<file path="src/rtl/fc_mac_seq_if.sv">
// Activation-buffer read port and FC MAC control/result bus seen by the FC sequencer.
// The sequencer drives through the master modport; the buffer and MAC datapath use slave.
interface fc_mac_seq_if #(
  parameter int LANES  = 3,
  parameter int ACT_W  = 2,
  parameter int ACC_W  = 10,
  parameter int ADDR_W = 6
);
  logic                          act_avail;
  logic                          act_rd_en;
  logic        [ADDR_W-1:0]      act_rd_addr;
  logic        [LANES*ACT_W-1:0] act_rd_data;
  logic                          mac_clr;
  logic                          mac_en;
  logic        [ADDR_W-1:0]      mac_step;
  logic        [LANES*ACT_W-1:0] mac_lanes;
  logic signed [ACC_W-1:0]       mac_acc0;
  logic signed [ACC_W-1:0]       mac_acc1;

  modport master (
    input  act_avail, act_rd_data, mac_acc0, mac_acc1,
    output act_rd_en, act_rd_addr, mac_clr, mac_en, mac_step, mac_lanes
  );

  modport slave (
    output act_avail, act_rd_data, mac_acc0, mac_acc1,
    input  act_rd_en, act_rd_addr, mac_clr, mac_en, mac_step, mac_lanes
  );
endinterface

</file>
<file path="src/rtl/fc_mac_seq.sv">
// Sequencer for the BNN VAD fully-connected layer: streams activation words into the
// MAC, then captures both neuron sums and raises a one-cycle done with the decision.
module fc_mac_seq #(
  parameter int N_STEPS = 36,
  parameter int LANES   = 3,
  parameter int ACT_W   = 2,
  parameter int ACC_W   = 10,
  parameter int ADDR_W  = 6
) (
  input  logic                    clk,
  input  logic                    rst_n,
  input  logic                    start,
  input  logic                    abort,
  fc_mac_seq_if.master            bus,
  output logic                    busy,
  output logic                    done,
  output logic                    vad_flag,
  output logic signed [ACC_W-1:0] score0,
  output logic signed [ACC_W-1:0] score1
);

  typedef enum logic [2:0] {
    IDLE   = 3'd0,
    CLR    = 3'd1,
    RUN    = 3'd2,
    DRAIN  = 3'd3,
    SETTLE = 3'd4,
    DECIDE = 3'd5
  } state_t;

  localparam logic [ADDR_W-1:0] LAST_STEP = ADDR_W'(N_STEPS - 1);

  state_t                  state_reg;
  logic [ADDR_W-1:0]       step_reg;
  logic [ADDR_W-1:0]       mac_step_reg;
  logic                    mac_clr_reg;
  logic                    mac_en_reg;
  logic                    done_reg;
  logic                    vad_reg;
  logic signed [ACC_W-1:0] score0_reg;
  logic signed [ACC_W-1:0] score1_reg;
  logic [LANES*ACT_W-1:0]  lanes_gated;
  logic                    rd_fire;

  assign rd_fire = (state_reg == RUN) && bus.act_avail;

  always_ff @(posedge clk or negedge rst_n) begin
    if (!rst_n) begin
      state_reg    <= IDLE;
      step_reg     <= '0;
      mac_step_reg <= '0;
      mac_clr_reg  <= 1'b0;
      mac_en_reg   <= 1'b0;
      done_reg     <= 1'b0;
      vad_reg      <= 1'b0;
      score0_reg   <= '0;
      score1_reg   <= '0;
    end else begin
      mac_clr_reg <= 1'b0;
      done_reg    <= 1'b0;
      // A read issued in the abort cycle must not reach the MAC.
      mac_en_reg  <= rd_fire && !abort;
      if (rd_fire) begin
        mac_step_reg <= step_reg;
      end
      if (abort && (state_reg != IDLE)) begin
        state_reg <= IDLE;
      end else begin
        case (state_reg)
          IDLE: begin
            if (start) begin
              state_reg   <= CLR;
              mac_clr_reg <= 1'b1;
              step_reg    <= '0;
            end
          end
          CLR: state_reg <= RUN;
          RUN: begin
            if (bus.act_avail) begin
              if (step_reg == LAST_STEP) begin
                state_reg <= DRAIN;
              end else begin
                step_reg <= step_reg + 1'b1;
              end
            end
          end
          DRAIN: state_reg <= SETTLE;
          SETTLE: begin
            // Accumulators already hold the last product here, so results are valid with done.
            state_reg  <= DECIDE;
            score0_reg <= bus.mac_acc0;
            score1_reg <= bus.mac_acc1;
            vad_reg    <= ($signed(bus.mac_acc1) > $signed(bus.mac_acc0));
            done_reg   <= 1'b1;
          end
          DECIDE:  state_reg <= IDLE;
          default: state_reg <= IDLE;
        endcase
      end
    end
  end

  genvar gi;
  generate
    for (gi = 0; gi < LANES; gi++) begin : g_lane
      assign lanes_gated[gi*ACT_W +: ACT_W] = mac_en_reg ? bus.act_rd_data[gi*ACT_W +: ACT_W] : '0;
    end
  endgenerate

  assign bus.act_rd_en   = rd_fire;
  assign bus.act_rd_addr = step_reg;
  assign bus.mac_clr     = mac_clr_reg;
  assign bus.mac_en      = mac_en_reg;
  assign bus.mac_step    = mac_step_reg;
  assign bus.mac_lanes   = lanes_gated;

  assign busy     = (state_reg != IDLE);
  assign done     = done_reg;
  assign vad_flag = vad_reg;
  assign score0   = score0_reg;
  assign score1   = score1_reg;

endmodule

</file>
<file path="src/flat_wrapper.sv">
// flat-port wrapper written by rule: the top's interface ports become plain ports
module fc_mac_seq_flat 
#(
  parameter int N_STEPS = 36,
  parameter int LANES   = 3,
  parameter int ACT_W   = 2,
  parameter int ACC_W   = 10,
  parameter int ADDR_W  = 6
)
  (clk, rst_n, start, abort, busy, done, vad_flag, score0, score1, bus_act_avail, bus_act_rd_data, bus_mac_acc0, bus_mac_acc1, bus_act_rd_en, bus_act_rd_addr, bus_mac_clr, bus_mac_en, bus_mac_step, bus_mac_lanes);
  fc_mac_seq_if #(.LANES(LANES), .ACT_W(ACT_W), .ACC_W(ACC_W), .ADDR_W(ADDR_W)) bus_i ();
  input  logic clk;
  input  logic rst_n;
  input  logic start;
  input  logic abort;
  output logic busy;
  output logic done;
  output logic vad_flag;
  output logic signed [ACC_W-1:0] score0;
  output logic signed [ACC_W-1:0] score1;
  input wire logic [$bits(bus_i.act_avail)-1:0] bus_act_avail;
  input wire logic [$bits(bus_i.act_rd_data)-1:0] bus_act_rd_data;
  input wire logic [$bits(bus_i.mac_acc0)-1:0] bus_mac_acc0;
  input wire logic [$bits(bus_i.mac_acc1)-1:0] bus_mac_acc1;
  output wire logic [$bits(bus_i.act_rd_en)-1:0] bus_act_rd_en;
  output wire logic [$bits(bus_i.act_rd_addr)-1:0] bus_act_rd_addr;
  output wire logic [$bits(bus_i.mac_clr)-1:0] bus_mac_clr;
  output wire logic [$bits(bus_i.mac_en)-1:0] bus_mac_en;
  output wire logic [$bits(bus_i.mac_step)-1:0] bus_mac_step;
  output wire logic [$bits(bus_i.mac_lanes)-1:0] bus_mac_lanes;
  assign bus_i.act_avail = bus_act_avail;
  assign bus_i.act_rd_data = bus_act_rd_data;
  assign bus_i.mac_acc0 = bus_mac_acc0;
  assign bus_i.mac_acc1 = bus_mac_acc1;
  assign bus_act_rd_en = bus_i.act_rd_en;
  assign bus_act_rd_addr = bus_i.act_rd_addr;
  assign bus_mac_clr = bus_i.mac_clr;
  assign bus_mac_en = bus_i.mac_en;
  assign bus_mac_step = bus_i.mac_step;
  assign bus_mac_lanes = bus_i.mac_lanes;
  fc_mac_seq #(.N_STEPS(N_STEPS), .LANES(LANES), .ACT_W(ACT_W), .ACC_W(ACC_W), .ADDR_W(ADDR_W)) u_core (.clk(clk), .rst_n(rst_n), .start(start), .abort(abort), .bus(bus_i), .busy(busy), .done(done), .vad_flag(vad_flag), .score0(score0), .score1(score1));
endmodule
</file>
<file path="config.mk">
export PLATFORM = sky130hd
export DESIGN_NAME = fc_mac_seq_flat
export DESIGN_NICKNAME = d
export VERILOG_FILES = /design/src/rtl/fc_mac_seq_if.sv /design/src/rtl/fc_mac_seq.sv /design/src/flat_wrapper.sv
export SDC_FILE = /design/constraint.sdc
export NUM_CORES = 1
export LEC_CHECK = 0
export CAP_MARGIN = 20
export CORE_ASPECT_RATIO = 0.7
export CORE_MARGIN = 1
export CORE_UTILIZATION = 44
export CTS_CLUSTER_DIAMETER = 30
export CTS_CLUSTER_SIZE = 20
export DETAILED_ROUTE_END_ITERATION = 10
export PLACE_DENSITY = 0.92
export SLEW_MARGIN = 20
export SYNTH_ARGS = -nofsm -noshare
export SYNTH_HDL_FRONTEND = slang
export SYNTH_SLANG_ARGS = --single-unit
</file>
<file path="constraint.sdc">
create_clock -name clk -period 1.8 [get_ports clk]
set_input_delay 0.27 -clock clk [delete_from_list [all_inputs] [get_ports clk]]
set_output_delay 0.27 -clock clk [all_outputs]
set_load 0.05 [all_outputs]
</file>
==> qor.csv <==
metric,value,unit
status,finished clean,
post-DP HPWL,3330,um
Core Rows,19,
clock network power share,0.149,
vias in the first global route,1496,
endpoints failing hold,0,
drt first pass iters,4,
Clock Tree Root,clkbuf_8,
crit share post-route,0.965,
Worst R2R Start,u_core.state_reg[1],
Crit. End Element,primary output,
number of synthesized flops with an enable pin,0,
multi-input combinational cell area,878,um2
WP buf/inv,1,
fin crit period,1.74,ns
flop2flop setup slack,0.22,ns
worst r2r path cells,4,
GPL Wtd Cong,0.796,
Pint,2.21,mW
max-cap violations,0,
largest net degree at the start of global routing,25,
Total Neg Setup Slack,0,ns
"delay-heaviest family, CP",buffers and inverters,
CP Capture Point,score0[0],
setup bufs post-CTS,0,
Initial Util,0.478,
routing usage on met3,0.0598,
RSZ-0062 raised after global routing,no,
Finished Core Util,0.722,
fin cells,303,
Synth top cells by count,"39 x dfrtp_1, 27 x mux2_2, 17 x inv_1",
Synth Net Count,206,
die footprint,0.00472,mm2
switching share of power,0.438,
GR peak layer,met2,
top cell type's share of synthesized area,0.499,
Setup Crit Path Kind,flip-flop to primary output,
initial antenna violation count,0,
share of cells above drive strength 1,0.275,
Total GRT Usage,0.200,
Worst-Skew Late Latency,0.28,ns
CTS tree,built,
r2r endpoint,u_core.bus.act_rd_addr[3],
Register Area,976,um2
Pins Over Slew Limit,0,
Layout Nets,293,
CTS Sinks,39,
Setup crit start,u_core.score0[0],
global-route wire length before repair,7100,um
startpoint types,flip-flop,
Seq cells post-synth,39,
net switching power,1.72,mW
Max Freq,576,MHz
Synth Flop Type,dfrtp_1,
Worst-Margin Slew,0.525,ns
synth top area cells,"dfrtp_1 50%, mux2_2 16%, ha_1 7.0%, inv_1 3.3%, and2_1 2.2%",
die width,81.7,um
Tot Pwr,3.93,mW
Placed Cells incl. Taps,295,
met2 Track Usage GR,0.310,
core area,0.00409,mm2
Routed WL per cell,13.7,um
Mean Syn Cell Area,11.9,um2
synthesized area,0.00196,mm2
Area growth syn-to-layout,50.9,%
clock tree buffer depth,2,
Worst path slowest cell,clkdlybuf4s50_1,
htree depth,2,
final antenna-violating net count,0,
clk_skew,0.00787,ns
Syn. warnings,0,
most common cell in the netlist,dfrtp_1,
TritonCTS Buffers,5,
Comb pwr share,0.516,
sequential power share,0.335,
DR iter-0 viols,52,
peak supply drop,0.00106,V
Synth cell types,36,
Antenna diodes,0,
PortBufs,74,
number of cells on the critical path,1,
Slew HR,0.650,
CP max FO,2,
final setup fails,0,
drc violations,0,
register area share after synthesis,0.499,
crit path cell chain,clkdlybuf4s50_1,
final-layout fill cell count,299,
routed vias,1473,
synthesized instance count,164,
Tightest Hold Check Type,input pin to asynchronous set/reset pin,
grt total ovfl,0,
M1 GR Usage,0.282,
clock slew at reported path FFs,0.08,ns
Critical Path RT,1.53,ns
dominant cell type by area after synthesis,dfrtp_1,
asr flop ratio synth,1.00,
IO Pins,75,
vias per cell,4.86,
Static Leak,1.40,nW
max incr delay on CP,0.82,ns
pwr dens,1330,mW/mm2
WL final,4160,um
WP data arrival,1.47,ns
overall die height,57.8,um
per-layer routing:
metal	up-vias	wire (um)
li1	738	-
met5	-	0
met3	5	306
met2	49	1920
met1	681	1910
met4	0	29
area by class of cell:
type,count,share of cell area
sequential,39,0.331
inverter,17,0.0216
clock buffer,6,0.0280
tap,52,0.0220
multi-input combinational,103,0.298
timing repair buffer,85,0.298
clock inverter,1,0.00170
worst reg2reg max path: stages, from the launching register on:
cell and delay, ns:
dfrtp_1 0.54, and3b_1 0.28, nand2_2 0.08, or4_1 0.47, a21oi_1 0.15
worst min path at each step:
stage	endpoint	slack (ns)
2_1_floorplan	u_core.bus.act_rd_addr[0]	-0.03
3_3_place_gp	u_core.score1[9]	0.28
3_5_place_dp	u_core.score1[9]	0.28
4_1_cts	u_core.score1[0]	0.51
5_1_grt	u_core.score0[1]	0.52
6_report	u_core.score1[0]	0.48
per-stage QoR:
step | area (um2) | setup WS (ns) | hold WS (ns)
2_1_floorplan | 1960 | 0.0621 | -0.0256
3_3_place_gp | 2850 | -0.107 | 0.278
5_1_grt | 2950 | 0.00936 | 0.524
6_report | 2950 | 0.0627 | 0.484
3_5_place_dp | 2850 | -0.285 | 0.280
4_1_cts | 2950 | 0.0123 | 0.506
logic make-up after synthesis:
kind of cell,share of synthesized area
compound gates,0.0576
xor+xnor,0.0134
fa+ha+maj,0.0704
buf+inv,0.0544
flops,0.499
mux,0.161
simple gates,0.145
layout by cell type, fill, tap and decap left out, types with 2 or more instances in the layout:
cell type        count
a21oi_1              7
clkdlybuf4s50_1     57
nand3b_1             2
nor2_1               6
nand2_1              6
buf_4               18
inv_1               17
ha_1                11
clkbuf_8             6
mux2_2              27
o21ai_0              2
xor2_1               2
nand4_1              5
a21o_1               3
and2_1               7
and4_1               2
nor2_2               2
dfrtp_1             39
buf_12               8
nor2b_1              2
and3b_1              2
power groups by stage:
stage	Clock, mW	Combinational (mW)	Sequential (mW)
floorplan	0	0.592	2.06
global route	0.657	2.13	1.35
CTS	0.606	2.04	1.32
detailed placement	0	2.04	1.33
global placement	0	2.01	1.32
finish	0.584	2.03	1.32
repair_timing:
| action | in CTS | in global routing |
|---|---|---|
| gates resized for setup | 0 | 1 |
| endpoints found under the setup margin | 0 | 1 |
| hold buffers | 1 | 0 |
| endpoints found under the hold margin | 22 | 0 |
Note: power is estimated with default switching activity, not from simulation.
==> edit 1 (same settings) <==
The 6 states of `state_t` get a one-hot encoding in 6 bits.
--- a/src/rtl/fc_mac_seq.sv
+++ b/src/rtl/fc_mac_seq.sv
@@ -19,13 +19,13 @@
   output logic signed [ACC_W-1:0] score1
 );
 
-  typedef enum logic [2:0] {
-    IDLE   = 3'd0,
-    CLR    = 3'd1,
-    RUN    = 3'd2,
-    DRAIN  = 3'd3,
-    SETTLE = 3'd4,
-    DECIDE = 3'd5
+  typedef enum logic [5:0] {
+    IDLE   = 6'b000001,
+    CLR    = 6'b000010,
+    RUN    = 6'b000100,
+    DRAIN  = 6'b001000,
+    SETTLE = 6'b010000,
+    DECIDE = 6'b100000
   } state_t;
 
   localparam logic [ADDR_W-1:0] LAST_STEP = ADDR_W'(N_STEPS - 1);
Formal check against the unedited RTL: same outputs for any inputs over 10 cycles, from zero or initial values and one cycle with rst_n low; not proved beyond that.
==> edit 1 against the original RTL <==
The flow now finishes with violations (negative setup slack). Worst setup slack got worse by 0.093 ns. Final area is 19% higher. Critical path depth grew 6. Critical endpoint is now bus_act_rd_en. Area after synthesis up 8.8%. Die area is 8.6% higher. Core utilization increased by 6.6 points. Clock skew is 0.0040 ns higher. Sequential cell count up 3. Register-to-register slack lost 0.25 ns. Routed wire length rose by 56%. Non-clock buffer count grew 32.
Power is not compared: it rests on default switching activity, and its combinational part moved more than twofold at a synthesized area within 25%.
==> edit 1: results (changes against the original RTL) <==
Total Routing Usage GR = 23.8% (was 20.0%)
Sequential cell area share = 29.9% (was 33.1%)
Mapped Cells = 211 (was 164)
Setup TNS = -0.0844 ns (was 0 ns)
Met3 wire len = 340 µm (was 306 µm)
Commonest cells in the synthesized netlist = 45 x nand2_1, 41 x dfrtp_1, 18 x inv_1 (was 39 x dfrtp_1, 27 x mux2_2, 17 x inv_1)
Tapcells = 55 (was 52)
Met1 GRT Util = 31.5% (was 28.2%)
Routed length per instance = 16.8 µm (was 13.7 µm)
Met2 usage = 39.6% (was 31.0%)
Multi-input logic portion of the cell area = 28.9% (was 29.8%)
WL met2 = 3.16 mm (was 1.92 mm)
Clock Skew = 0.0119 ns (was 0.00787 ns)
Top cells by area, synth = dfrtp_1 48%, nand2_1 7.9%, ha_1 6.5% (was dfrtp_1 50%, mux2_2 16%, ha_1 7.0%)
Slew headroom = 64.7% (was 65.0%)
Layout clock area frac = 2.70% (was 2.97%)
Final setup viols = 3 (was 0)
Crit path max fanout = 3 (was 2)
Failing checks = negative setup slack
Largest net degree at the start of global routing = 34 (was 25)
Crit path from = u_core.state_reg[3] (was u_core.score0[0])
Post-route setup slack = -0.0301 ns (was 0.0627 ns)
Global-route wire length before repair = 9.09 mm (was 7.10 mm)
Syn Nets = 253 (was 206)
Worst reg2reg path depth = 5 (was 4)
Via count = 2045 (was 1473)
Worst hold margin = 0.477 ns (was 0.484 ns)
Status = complete, but fails checks (was completed)
Multi-input combinational cell count = 145 (was 103)
R2r startpoint = u_core.state_reg[2] (was u_core.state_reg[1])
R2r endpoint = u_core.vad_flag (was u_core.bus.act_rd_addr[3])
Setup WS pre-CTS = -0.209 ns (was -0.285 ns)
Seq/Total Area, Yosys = 49.4% (was 49.9%)
Vias in the first global route = 1908 (was 1496)
WP data arrival = 1.56 ns (was 1.47 ns)
Critical path's slowest cell = dfrtp_1 (was clkdlybuf4s50_1)
edit 1: cell types whose count changed after synthesis, moves of 3 or more:
cell	unedited run	this run
nand2_1	6	45
nor4_1	0	3
a211o_1	0	3
a21oi_1	7	4
mux2_2	27	6
o21ai_0	2	13
edit 1: logic make-up after synthesis:
logic type / after synthesis / synth area share [%]
and+or+nand+nor: 89 / 22.5
buffers and inverters: 24 / 5.70
DFF: 42 / 49.4
muxes: 7 / 3.64
adders and majority gates: 11 / 6.47
AOI/OAI and AO/OA: 37 / 11.8
xor gates and xnor gates: 1 / 0.412
edit 1: power by group through the flow:
stage	Combinational [mW]	Sequential (mW)	Clock [mW]
6_report	0.821	1.06	0.628
5_1_grt	0.869	1.07	0.678
4_1_cts	0.744	1.05	0.638
3_5_place_dp	0.671	1.07	0
3_3_place_gp	0.658	1.07	0
2_1_floorplan	0.232	1.19	0
==> edit 2 (same flow settings) <==
Made on the original files. `ACC_W` is set to 10 in 3 places; all go to 9.
--- a/src/rtl/fc_mac_seq_if.sv
+++ b/src/rtl/fc_mac_seq_if.sv
@@ -3,7 +3,7 @@
 interface fc_mac_seq_if #(
   parameter int LANES  = 3,
   parameter int ACT_W  = 2,
-  parameter int ACC_W  = 10,
+  parameter int ACC_W  = 9,
   parameter int ADDR_W = 6
 );
   logic                          act_avail;
--- a/src/rtl/fc_mac_seq.sv
+++ b/src/rtl/fc_mac_seq.sv
@@ -4,7 +4,7 @@
   parameter int N_STEPS = 36,
   parameter int LANES   = 3,
   parameter int ACT_W   = 2,
-  parameter int ACC_W   = 10,
+  parameter int ACC_W   = 9,
   parameter int ADDR_W  = 6
 ) (
   input  logic                    clk,
--- a/src/flat_wrapper.sv
+++ b/src/flat_wrapper.sv
@@ -4,7 +4,7 @@
   parameter int N_STEPS = 36,
   parameter int LANES   = 3,
   parameter int ACT_W   = 2,
-  parameter int ACC_W   = 10,
+  parameter int ACC_W   = 9,
   parameter int ADDR_W  = 6
 )
   (clk, rst_n, start, abort, busy, done, vad_flag, score0, score1, bus_act_avail, bus_act_rd_data, bus_mac_acc0, bus_mac_acc1, bus_act_rd_en, bus_act_rd_addr, bus_mac_clr, bus_mac_en, bus_mac_step, bus_mac_lanes);
Ports: changed (resized bus_mac_acc0, bus_mac_acc1, score0 and score1); port bits go from 75 to 71. The function was not compared with the original's and may differ.
==> edit 2 against the original RTL <==
Clock power grew 6.2%. Routed wire length shrank 1.9%. Final cell count shrank 2.3%. Power up 10%. Final area down 2.6%. Area after synthesis down 3.9%. Sequential cell count fell by 2. Critical path type unchanged. First-iteration DRC count up 50%. Synthesized cell count down 3.0%. Highest routed layer unchanged. Worst setup slack worse by 0.0085 ns. Worst hold slack lost 0.033 ns. Combinational power increased by 18%.
==> edit 2: results (changes against the original RTL) <==
Status = completed (unchanged)
Post-route setup slack = 0.0542 ns (was 0.0627 ns)
PortBufs = 70 (was 74)
Synth cell types = 35 (was 36)
Mux contribution to synthesized area = 17.2% (was 16.1%)
NonClk Buf Share = 30.0% (was 29.8%)
Global-route wire length before repair = 6.73 mm (was 7.10 mm)
Clock Skew = 0.00830 ns (was 0.00787 ns)
Top cells by area, synth = dfrtp_1 49%, mux2_2 16%, ha_1 6.7% (was dfrtp_1 50%, mux2_2 16%, ha_1 7.0%)
Number of DRC markers in iteration 0 = 78 (was 52)
Largest net degree at the start of global routing = 23 (was 25)
Maximum vdd drop = 1070 µV (was 1060 µV)
Vias in the first global route = 1462 (was 1496)
Crit path max fanout = 5 (was 2)
Clock Power Share = 14.3% (was 14.9%)
Syn Nets = 198 (was 206)
Commonest cells in the synthesized netlist = 37 x dfrtp_1, 26 x mux2_2, 13 x inv_1 (was 39 x dfrtp_1, 27 x mux2_2, 17 x inv_1)
Inverters = 13 (was 17)
Pleak = 1.33 nW (was 1.40 nW)
Buffers, non-clock = 82 (was 85)
Sequential cell area share = 32.3% (was 33.1%)
Multi-input combinational cell count = 104 (was 103)
Layout cells sized above 1 = 29.5% (was 27.5%)
Fin cells = 296 (was 303)
Fin area = 2880 µm² (was 2950 µm²)
Seq/Total Area, Yosys = 49.3% (was 49.9%)
Reg power frac = 30.6% (was 33.5%)
Area of the multi-input gates = 867 µm² (was 878 µm²)
GP Congestion = 0.790 (was 0.796)
Final net count = 282 (was 293)
Syn avg cell area = 11.8 µm² (was 11.9 µm²)
Post-Synth Adder-Cell Area = 6.66% (was 7.04%)
Switch Pwr = 1.94 mW (was 1.72 mW)
Routed length per instance = 13.8 µm (was 13.7 µm)
Total Routing Usage GR = 19.6% (was 20.0%)
DP Cell Count = 287 (was 295)
Placed wire-length estimate = 3.21 mm (was 3.33 mm)
Clock buf count = 7 (was 6)
Vias per inst = 5.00 (was 4.86)
Fillcell total = 276 (was 299)
Num sequential = 37 (was 39)
==> edit 2: cell types whose count changed after synthesis, sizes merged, moves of 2 or more <==
cell and change:
mux2i +2, and3b -2, nand2b +2, xor2 -2, inv -4, dfrtp -2
nand4 -2, nand3 +2, nor2 -5, a21o -2, and3 +3, and4 -2
o21ai +2
==> edit 2: per-layer routing <==
layer	global-route usage (%)	up-vias	part of all wire, %
li1	-	728	-
met1	26.8	688	48
met2	29.4	58	43
met3	6.50	6	7.5
met4	6.38	0	1.3
met5	0	-	0
==> edit 2: worst reg2reg max path, delay by kind of cell, from the launching register on <==
| kind | cells | cell delay [ns] |
|---|---|---|
| and+or+nand+nor | 2 | 0.55 |
| DFF | 1 | 0.40 |
| AOI/OAI and AO/OA | 2 | 0.43 |
| adders and majority gates | 1 | 0.25 |
